### src/rtl/hazard_scoreboard.sv
// D-stage hazard scoreboard: tracks in-flight register writes across the post-decode
// stages and the MDU busy window, and produces the D-stage stall and forwarding selects.
module hazard_scoreboard #(
  parameter  int STAGES  = 3,
  parameter  int AW      = 5,
  parameter  int TW      = 2,
  parameter  int MUL_LAT = 5,
  parameter  int DIV_LAT = 10,
  localparam int SW      = $clog2(STAGES + 1)
) (
  input  logic          clk,
  input  logic          reset_n,
  input  logic          d_valid,
  input  logic [AW-1:0] d_rs,
  input  logic [AW-1:0] d_rt,
  input  logic          d_use_rs,
  input  logic          d_use_rt,
  input  logic [TW-1:0] d_tuse_rs,
  input  logic [TW-1:0] d_tuse_rt,
  input  logic          d_wr_en,
  input  logic [AW-1:0] d_wr_addr,
  input  logic [TW-1:0] d_tnew,
  input  logic          d_md_start,
  input  logic          d_md_is_div,
  input  logic          d_md_use,
  output logic          stall,
  output logic [SW-1:0] fwd_rs_sel,
  output logic [SW-1:0] fwd_rt_sel,
  output logic          md_busy
);

  localparam int MAX_LAT = (MUL_LAT > DIV_LAT) ? MUL_LAT : DIV_LAT;
  localparam int CW      = $clog2(MAX_LAT + 1);

  typedef struct packed {
    logic          v;
    logic [AW-1:0] addr;
    logic [TW-1:0] tnew;
  } entry_t;

  // Index 0 is the E-stage entry; higher indices are older instructions.
  entry_t [STAGES-1:0] sb_q, sb_d;
  logic   [CW-1:0]     md_cnt_q, md_cnt_d;

  logic          haz_rs, haz_rt;
  logic [SW-1:0] sel_rs, sel_rt;
  logic          accept;

  function automatic logic [TW-1:0] sat_dec(input logic [TW-1:0] t);
    return (t == '0) ? t : t - 1'b1;
  endfunction

  // Youngest matching entry decides both the stall and the forward select.
  function automatic void lookup(
    input  entry_t [STAGES-1:0] sb,
    input  logic   [AW-1:0]     src,
    input  logic                use_src,
    input  logic   [TW-1:0]     tuse,
    output logic                hazard,
    output logic   [SW-1:0]     sel
  );
    logic found;
    found  = 1'b0;
    hazard = 1'b0;
    sel    = '0;
    for (int k = 0; k < STAGES; k++) begin
      if (!found && use_src && (src != '0) && sb[k].v && (sb[k].addr == src)) begin
        found  = 1'b1;
        hazard = (sb[k].tnew > tuse);
        sel    = (sb[k].tnew == '0) ? SW'(k + 1) : '0;
      end
    end
  endfunction

  always_comb begin
    lookup(sb_q, d_rs, d_use_rs, d_tuse_rs, haz_rs, sel_rs);
    lookup(sb_q, d_rt, d_use_rt, d_tuse_rt, haz_rt, sel_rt);
  end

  assign md_busy    = (md_cnt_q != '0);
  assign stall      = d_valid & (haz_rs | haz_rt | ((d_md_use | d_md_start) & md_busy));
  assign fwd_rs_sel = sel_rs;
  assign fwd_rt_sel = sel_rt;
  assign accept     = d_valid & ~stall;

  // NOTE: every variable gets a default at the top of always_comb so no path leaves it
  // unassigned; a missing default would infer a latch.
  always_comb begin
    sb_d = '0;
    if (accept && d_wr_en && (d_wr_addr != '0)) begin
      sb_d[0].v    = 1'b1;
      sb_d[0].addr = d_wr_addr;
      sb_d[0].tnew = d_tnew;
    end
    for (int k = 1; k < STAGES; k++) begin
      sb_d[k]      = sb_q[k-1];
      sb_d[k].tnew = sat_dec(sb_q[k-1].tnew);
    end
  end

  always_comb begin
    md_cnt_d = md_cnt_q;
    if (accept && d_md_start) begin
      md_cnt_d = d_md_is_div ? CW'(DIV_LAT) : CW'(MUL_LAT);
    end else if (md_cnt_q != '0) begin
      md_cnt_d = md_cnt_q - 1'b1;
    end
  end

  // NOTE: state registers use non-blocking assignments so every flop samples the
  // pre-edge values regardless of statement order.
  always_ff @(posedge clk or negedge reset_n) begin
    if (!reset_n) begin
      sb_q     <= '0;
      md_cnt_q <= '0;
    end else begin
      sb_q     <= sb_d;
      md_cnt_q <= md_cnt_d;
    end
  end

endmodule
### config.mk
export PLATFORM = sky130hd
export DESIGN_NAME = hazard_scoreboard
export DESIGN_NICKNAME = d
export VERILOG_FILES = /design/src/rtl/hazard_scoreboard.sv
export SDC_FILE = /design/constraint.sdc
export NUM_CORES = 1
export LEC_CHECK = 0
export CORE_MARGIN = 2
export CORE_UTILIZATION = 35
export DETAILED_ROUTE_END_ITERATION = 8
export GPL_ROUTABILITY_DRIVEN = 0
export PLACE_DENSITY = 0.67
export SLEW_MARGIN = 10
export SYNTH_ARGS = -nofsm -noshare
export SYNTH_HDL_FRONTEND = slang
export SYNTH_SLANG_ARGS = --single-unit
### constraint.sdc
create_clock -name clk -period 6 [get_ports clk]
set_input_delay 0.6 -clock clk [delete_from_list [all_inputs] [get_ports clk]]
set_output_delay 0.6 -clock clk [all_outputs]
set_load 0.005 [all_outputs]
Word-level counts from Yosys, hierarchy flattened

Index checks and enable logic that the tools add are counted.

Add/sub/neg operators: 3
Magnitude comparators: 6
Equal/unequal tests: 6
Muxes and demuxes: 25
Bitwise operators: 7
Reduce and logical (&&, ||, !) cells: 37

Operators by type and width:

| cell                                                                | number |
|---|---|
| 5-bit == test                                                       | 6 |
| 1-bit logical AND                                                   | 25 |
| 2-bit 2-to-1 mux                                                    | 9 |
| 5-bit nonzero test                                                  | 3 |
| 2-bit > comparator                                                  | 6 |
| 1-bit 2-to-1 mux                                                    | 12 |
| 4-bit 2-to-1 mux                                                    | 3 |
| 8-bit 2-to-1 mux                                                    | 1 |
| 2-bit logical NOT                                                   | 3 |
| 1-bit logical NOT                                                   | 4 |
| 4-bit nonzero test                                                  | 1 |
| 2-bit by 1-bit subtractor with 2-bit output (second input constant) | 2 |
| 4-bit by 1-bit subtractor with 4-bit output (second input constant) | 1 |
| 1-bit AND                                                           | 3 |
| 1-bit bitwise OR                                                    | 3 |
| 2-bit nonzero test                                                  | 1 |
| 1-bit NOT                                                           | 1 |

Register bits after elaboration: 28
Logic and storage cells: 94

Logic depth before layout (Yosys ltp)

Gate-level depths: netlist of run 1.

Depth after elaboration: 25
Depth in mapped cells: 10
Gate-level depth less buffers: 9

Worst setup path before layout of run 1

Ideal clock, no wire load.

Kind: in2out
Start point: input d_rt[0]
End point: output stall
Data arrival time: 1961 ps
Setup slack: 3439 ps
Stages on the path: 6
Path buffers: 0
Cell sequence: or4_1 -> o21ai_1 -> nand2b_1 -> o2111ai_2 -> nor2_1 -> and2b_1

Longest elaborated chain between the ends: 20

Ends and longest elaborated chain:

| element                           | line | text |
|---|---|---|
| start, declared                   | 15   | `input logic [AW-1:0] d_rt,` |
| 5-bit nonzero test                | 67   | `if (!found && use_src && (src != '0) && sb[k].v && (sb[k].addr == src)) begin` |
| 1-bit logical AND (3 in a row)    | 67   |  |
| 1-bit 2-to-1 mux                  | 67   |  |
| 1-bit logical NOT                 | 67   |  |
| 1-bit logical AND (4 in a row)    | 67   |  |
| 1-bit 2-to-1 mux                  | 67   |  |
| 1-bit logical NOT                 | 67   |  |
| 1-bit logical AND (4 in a row)    | 67   |  |
| 1-bit 2-to-1 mux (*)              | 67   |  |
| 1-bit bitwise OR (*) (2 in a row) | 81   | `assign stall = d_valid & (haz_rs \| haz_rt \| ((d_md_use \| d_md_start) & md_busy));` |
| 1-bit AND (*)                     | 81   |  |
| end, declared                     | 26   | `output logic stall,` |

Mark *: on every way between the ends. The rest lies on a longest branch, timed or not.

Worst setup path in the final report of run 1

Start point: input d_rt[1]
End point: output stall

The elaborated chain is that of the path after synthesis.

==> impl_metrics.py, run 1 <==
metrics = {
    "finish": {
        "num-fill-cells": 474,
        "final_core_util_pct": 47.2,
        "finalNetCount": 257,
        "drive_above_1_share_pct": 5.19,
        "n_antenna_cell": 0,
        "final_instance_area_sq_um": 2250,
        "area_overhead_of_the_layout_relative_to_synthesis_pct": 28.8,
    },
    "sta": {
        "timing_worst_slew_pin_value_ns": 0.625,
        "hold_viol_final": 0,
        "timing_max_transition_violations_final": 0,
        "setup_tns_ns": 0,
        "setup_viol": 0,
        "rsz0062_at_grt": "no",
        "min_period_over_period_pct": 67.4,
        "worst_hold_slack_ns": 0.405,
        "fmax_mhz": 247,
        "max_slew_headroom_pct": 58.2,
        "final.min_clock_period_ns": 4.05,
        "clock-skew-final_ns": 0.00375,
    },
    "setup_path": {
        "crit_path_start_kind": "input port",
        "crit_path_end_kind": "primary output",
        "crit_required_ns": 5.40,
        "arrival_ns": 3.45,
        "worst_path_largest_cell_delay_ns": 0.56,
        "timing.critical_path.slowest_stage_cell": "sky130_fd_sc_hd__or4_1",
        "timing.critical_path.cells": "clkdlybuf4s50_1, or4_1, o21ai_1, nand2b_1, o2111ai_2, nor2_1, and2b_1, clkdlybuf4s50_1",
        "crit_path_leading_delay_family": "simple AND/OR/NAND/NOR gates",
        "critPathBufInv": 2,
        "most_prevalent_standard_cell_on_the_critical_path": "sky130_fd_sc_hd__clkdlybuf4s50_1",
        "worstSetupPathType": "input port to primary output",
        "path_max_fanout": 13,
    },
    "clocking": {
        "cts_made_buffers": 3,
        "postCtsSetupBuffers": 0,
        "worstSkewPairLatency_ns": 0.28,
        "tritoncts_clock_tree": "yes",
        "root_buffer": "sky130_fd_sc_hd__clkbuf_8",
        "cts-resized-gates": 0,
        "clock_path_buffers": 2,
        "hold_buffers": 0,
        "clock_sinks": 28,
        "clk_pin_slew_worst_paths_ns": 0.10,
        "cts_max_level": 1,
    },
    "die": {
        "rows": 25,
        "horizontal_die_dimension_microns": 74.6,
        "die_y_microns": 74.6,
        "count_of_pins_on_the_block_boundary": 36,
        "floorplan.core_area_sq_um": 4750,
        "initial_utilization_pct": 36.7,
        "floorplan.die_area_sq_um": 5560,
    },
    "logic_synthesis": {
        "synth_sequential_area_ratio_pct": 40.2,
        "synth_enable_flop_cells": 0,
        "synth_top_family_by_area": "simple AND/OR/NAND/NOR gates",
        "synthMuxAreaShare_pct": 1.15,
        "yosys-top-cells-count": "sky130_fd_sc_hd__dfrtp_1, sky130_fd_sc_hd__xor2_1, sky130_fd_sc_hd__ha_1",
        "synth-compound-area-share_pct": 10.4,
        "synth_top_cell_by_area": "sky130_fd_sc_hd__dfrtp_1",
        "synth.avg_cell_area_sq_um": 10.1,
        "synth_top_area_share_pct": 40.2,
        "synth_flop_cell": "sky130_fd_sc_hd__dfrtp_1",
        "synth-seq-cells": 28,
        "synth_top_cells_by_area": "sky130_fd_sc_hd__dfrtp_1, sky130_fd_sc_hd__xor2_1, sky130_fd_sc_hd__ha_1",
        "yosys_warnings": 0,
        "synthesis.instances": 173,
        "async_reset_ff_share_pct": 100,
        "synthXorXnorAreaFrac_pct": 16.1,
        "synthesis.area_sq_um": 1740,
        "number_of_nets_produced_by_synthesis": 217,
        "synthAdderAreaFrac_pct": 10.0,
        "synthMostInstantiatedCell": "sky130_fd_sc_hd__dfrtp_1",
        "synth-simple-area-share_pct": 18.9,
        "ys_types": 40,
    },
    "global_routing": {
        "grt_antenna_before_repair": 0,
        "total_routing_usage_gr_pct": 15.4,
        "grt_pass1_wl_microns": 6470,
        "largest_net_degree_at_the_start_of_global_routing": 29,
        "first_global_vias": 1364,
        "global_route.overflow_total": 0,
    },
    "drt": {
        "route.final.wire_length_microns": 3700,
        "drt-pass1-iter-count": 4,
        "detailedRoute.firstIterationViolations": 85,
        "routed_wire_length_per_instance_microns": 13.3,
        "vias_per_cell": 4.88,
        "ant_nets": 0,
        "detail_route.drc_violations": 0,
        "vias": 1361,
    },
    "placement": {
        "place.port_buffers": 35,
        "placed_area_sq_um": 2170,
        "dp_hpwl_microns": 2990,
    },
    "job": {
        "timing.max_cap.violations": 0,
    },
    "status": {
        "run_status": "complete, no violations",
    },
    "power": {
        "power.total_uw": 528,
        "power_density_nw_per_um2": 235,
        "vdd_drop_max_uv": 114,
        "leakagePower_nw": 1.02,
    },
    "hold_path": {
        "type_of_the_tightest_min_delay_check": "flip-flop to flip-flop",
    },
}
[layout by cell type (no fill, tap or decap), types with 2 or more instances in the layout]
cell type | netlist | final
sky130_fd_sc_hd__xnor2_1 | 11 | 11
sky130_fd_sc_hd__nand3_1 | 3 | 3
sky130_fd_sc_hd__or4_1 | 2 | 2
sky130_fd_sc_hd__nor2_1 | 11 | 11
sky130_fd_sc_hd__nand2_1 | 6 | 6
sky130_fd_sc_hd__clkbuf_8 | 0 | 3
sky130_fd_sc_hd__nor2b_1 | 4 | 4
sky130_fd_sc_hd__clkdlybuf4s50_1 | 0 | 35
sky130_fd_sc_hd__xor2_1 | 21 | 21
sky130_fd_sc_hd__a2bb2oi_1 | 2 | 2
sky130_fd_sc_hd__mux2i_1 | 2 | 2
sky130_fd_sc_hd__ha_1 | 14 | 14
sky130_fd_sc_hd__inv_1 | 12 | 12
sky130_fd_sc_hd__nor4_1 | 4 | 4
sky130_fd_sc_hd__dfrtp_1 | 28 | 28
sky130_fd_sc_hd__and2_1 | 3 | 3
sky130_fd_sc_hd__nor3_1 | 10 | 10
sky130_fd_sc_hd__a21oi_1 | 10 | 10
sky130_fd_sc_hd__and3_1 | 7 | 7
[state kept, by name, indices dropped and copies added (netlist names)]
name	count
sb_d	12
sb_q	12
md_cnt_q	4
[metal layers]
layer / vias to the layer above / global-route usage, % / share of wire (%) / wire (microns)
li1: 682 / - / - / -
met1: 646 / 21.7 / 49 / 1820
met2: 29 / 24.4 / 46 / 1690
met3: 4 / 2.03 / 3.7 / 136
met4: 0 / 5.36 / 1.3 / 48
met5: - / 0 / 0 / 0
[worst paths after layout]
path / slack, ns / from / end / cells past startpoint
worst max-delay path: 1.95 / d_rt[1] / stall / 8
worst min register to register: 0.41 / sb_d[23] / sb_q[23] / 0
max in group asynchronous: 5.05 / reset_n / sb_q[17] / 2
worst min-delay path: 0.41 / sb_d[23] / sb_q[23] / 0
worst max register to register: 3.59 / sb_d[20] / sb_q[0] / 7
min in group asynchronous: 0.69 / reset_n / sb_d[20] / 2
[report_power, final]
part,total [mW],leakage [nW],internal (mW),switching [mW]
logic,0.149,0.609,0.0794,0.0696
clock network,0.151,0.0357,0.0894,0.0618
registers,0.228,0.379,0.210,0.0176
[kinds of logic (layout without fill, tap and decap cells)]
kind of cell,Yosys count,after routing
AO/OA/AOI/OAI,25,25
multiplexers,2,2
XOR/XNOR,32,32
flip-flops,28,28
adder cells (fa/ha/maj),14,14
buffers and inverters,13,52
AND/OR/NAND/NOR,59,59
[per-stage QoR]
stage               instances  setup WS, ns
detailed placement        275          1.95
global route              279          1.73
floorplan                 173          3.44
CTS                       279          1.95
finish                    279          1.95
global placement          275          1.98
[cell type report]
cell class                 instances  area [sq um]  share of cell area (%)
inverter                          12          45.0                    2.01
clock buffer                       3          41.3                    1.84
clock inverter                     1          30.0                    1.34
multi-input combinational        132           987                    44.0
timing repair buffer              36           358                    15.9
tap                               67          83.8                    3.73
sequential                        28           701                    31.2
(Power assumes the default switching activity.)
==> run 2: changes to the inputs <==
--- a/config.mk
+++ b/config.mk
@@ -9,7 +9,7 @@
 export CORE_UTILIZATION = 35
 export DETAILED_ROUTE_END_ITERATION = 8
 export GPL_ROUTABILITY_DRIVEN = 0
-export PLACE_DENSITY = 0.67
+export PLACE_DENSITY = 0.69
 export SLEW_MARGIN = 10
 export SYNTH_ARGS = -nofsm -noshare
 export SYNTH_HDL_FRONTEND = slang
==> constraint.sdc (replaced) <==
create_clock -name clk -period 3.3 [get_ports clk]
set_input_delay 0.33 -clock clk [delete_from_list [all_inputs] [get_ports clk]]
set_output_delay 0.33 -clock clk [all_outputs]
set_load 0.005 [all_outputs]
==> run 2 against run 1 <==
Count of clock-buffer cells in the layout stayed put. Highest routed layer unchanged. Final area is 2.2% higher. Register-to-register slack worse by 2.6 ns. Clock skew is 0.0011 ns higher. Global-route usage is 0.17 points lower. Combinational power is 87% higher. Clock power is 78% higher.
==> impl_metrics.py, run 2 (synthesized netlist as in run 1, its figures left out) <==
metrics = {
    "sta": {
        "worst_hold_slack_ns": 0.423,
        "min_period_over_period_pct": 86.4,
        "rsz0062_at_grt": "no",
        "final.min_clock_period_ns": 2.85,
        "hold_viol_final": 0,
        "setup_tns_ns": 0,
        "setup_viol": 0,
        "timing_max_transition_violations_final": 0,
        "fmax_mhz": 351,
        "timing_worst_slew_pin_value_ns": 0.359,
        "clock-skew-final_ns": 0.00489,
        "max_slew_headroom_pct": 75.9,
    },
    "finish": {
        "finalNetCount": 262,
        "layout_commonest_cell": "sky130_fd_sc_hd__clkdlybuf4s50_1",
        "area_overhead_of_the_layout_relative_to_synthesis_pct": 31.6,
        "drive_above_1_share_pct": 8.76,
        "n_antenna_cell": 0,
        "most-common-layout-cells": "sky130_fd_sc_hd__clkdlybuf4s50_1, sky130_fd_sc_hd__dfrtp_1, sky130_fd_sc_hd__xor2_1",
    },
    "clocking": {
        "tritoncts_clock_tree": "yes",
        "worstSkewPairLatency_ns": 0.27,
        "clock_path_buffers": 2,
        "root_buffer": "sky130_fd_sc_hd__clkbuf_8",
        "hold_buffers": 0,
        "clock_sinks": 28,
        "cts_made_buffers": 3,
        "cts_max_level": 1,
        "clk_pin_slew_worst_paths_ns": 0.10,
    },
    "setup_path": {
        "path_max_fanout": 3,
        "timing.critical_path.slowest_stage_cell": "sky130_fd_sc_hd__clkdlybuf4s50_1",
        "arrival_ns": 2.52,
        "crit_path_start_kind": "input port",
        "crit_required_ns": 2.97,
        "crit_path_leading_delay_family": "buffers and inverters",
        "critPathBufInv": 3,
        "worst_path_largest_cell_delay_ns": 0.47,
        "worstSetupPathType": "input port to primary output",
        "crit_path_end_kind": "primary output",
        "timing.critical_path.cells": "clkdlybuf4s50_1, inv_2, ha_1, a21boi_1, o2111ai_1, nor4_2, mux2i_1, o2111ai_2, nor2_2, and2b_1, dlymetal6s2s_1",
    },
    "placement": {
        "place.port_buffers": 35,
        "dp_hpwl_microns": 3070,
    },
    "drt": {
        "vias": 1368,
        "routed_wire_length_per_instance_microns": 13.1,
        "detailedRoute.firstIterationViolations": 108,
        "route.final.wire_length_microns": 3730,
        "vias_per_cell": 4.82,
        "ant_nets": 0,
        "drt-pass1-iter-count": 4,
        "detail_route.drc_violations": 0,
    },
    "global_routing": {
        "grt_antenna_before_repair": 0,
        "grt_pass1_wl_microns": 6400,
        "global_route.overflow_total": 0,
        "total_routing_usage_gr_pct": 15.2,
        "largest_net_degree_at_the_start_of_global_routing": 29,
        "first_global_vias": 1420,
    },
    "die": {
        "count_of_pins_on_the_block_boundary": 36,
        "die_y_microns": 74.6,
        "floorplan.core_area_sq_um": 4750,
        "initial_utilization_pct": 36.7,
        "rows": 25,
        "horizontal_die_dimension_microns": 74.6,
        "floorplan.die_area_sq_um": 5560,
    },
    "job": {
        "timing.max_cap.violations": 0,
    },
    "power": {
        "power_density_nw_per_um2": 419,
        "leakagePower_nw": 1.06,
        "vdd_drop_max_uv": 255,
    },
    "status": {
        "run_status": "complete, no violations",
    },
    "hold_path": {
        "type_of_the_tightest_min_delay_check": "input port to asynchronous set/reset pin",
    },
}
## run 2: cell count changes in the layout (fill, tap and decap cells not counted), sizes merged
cell           previous run  this run
clkdlybuf4s50            35        34
buf                       1         6
dlymetal6s2s              0         1
## run 2: final timing paths
kind / endpoint / slack (ns) / start / cells after the start
min in group clk: sb_q[23] / 0.44 / sb_d[23] / 0
hold / removal: sb_d[20] / 0.42 / reset_n / 2
setup / recovery: stall / 0.45 / d_tuse_rt[1] / 11
hold reg to reg: sb_q[23] / 0.44 / sb_d[23] / 0
setup reg to reg: md_cnt_q[1] / 0.96 / sb_d[21] / 8
max in group asynchronous: sb_q[9] / 2.61 / reset_n / 2
## run 2: stage by stage
stage,setup slack (ns),std cells,area [sq um],power [mW],util (%)
2_1_floorplan,1.24,173,1740,0.593,-
3_3_place_gp,0.00875,279,2200,0.693,46.4
3_5_place_dp,0.114,279,2200,0.696,46.4
4_1_cts,0.0867,283,2280,0.965,47.9
5_1_grt,0.327,284,2290,1.03,48.3
6_report,0.450,284,2290,0.961,48.3
## run 2: layer usage
layer / vias to the layer above / wire length [microns] / track usage [%]
met5: - / 0 / 0
met4: 0 / 41 / 5.36
met3: 2 / 156 / 2.17
met2: 37 / 1650 / 24.3
met1: 637 / 1880 / 21.2
li1: 692 / - / -
## run 2: power breakdown
group          leakage (nW)  switching [mW]  internal [mW]
Combinational         0.645           0.127          0.152
Sequential            0.379          0.0305          0.383
Clock                0.0357           0.106          0.162
## run 2: repair_timing
item | in CTS | in global routing
hold endpoints to repair | 0 | 0
buffers inserted | 0 | 1
gates resized for setup | 0 | 5
setup endpoints to repair | 0 | 1
## run 2: layout make-up
cell class | instances | area (sq um)
flip-flops and latches | 28 | 701
fillers | 468 | 2460
well taps | 67 | 83.8
repair buffers | 41 | 398
clock inverters | 1 | 30.0
multi-input cells | 132 | 996
inverters | 12 | 45.0
clock buffers | 3 | 41.3
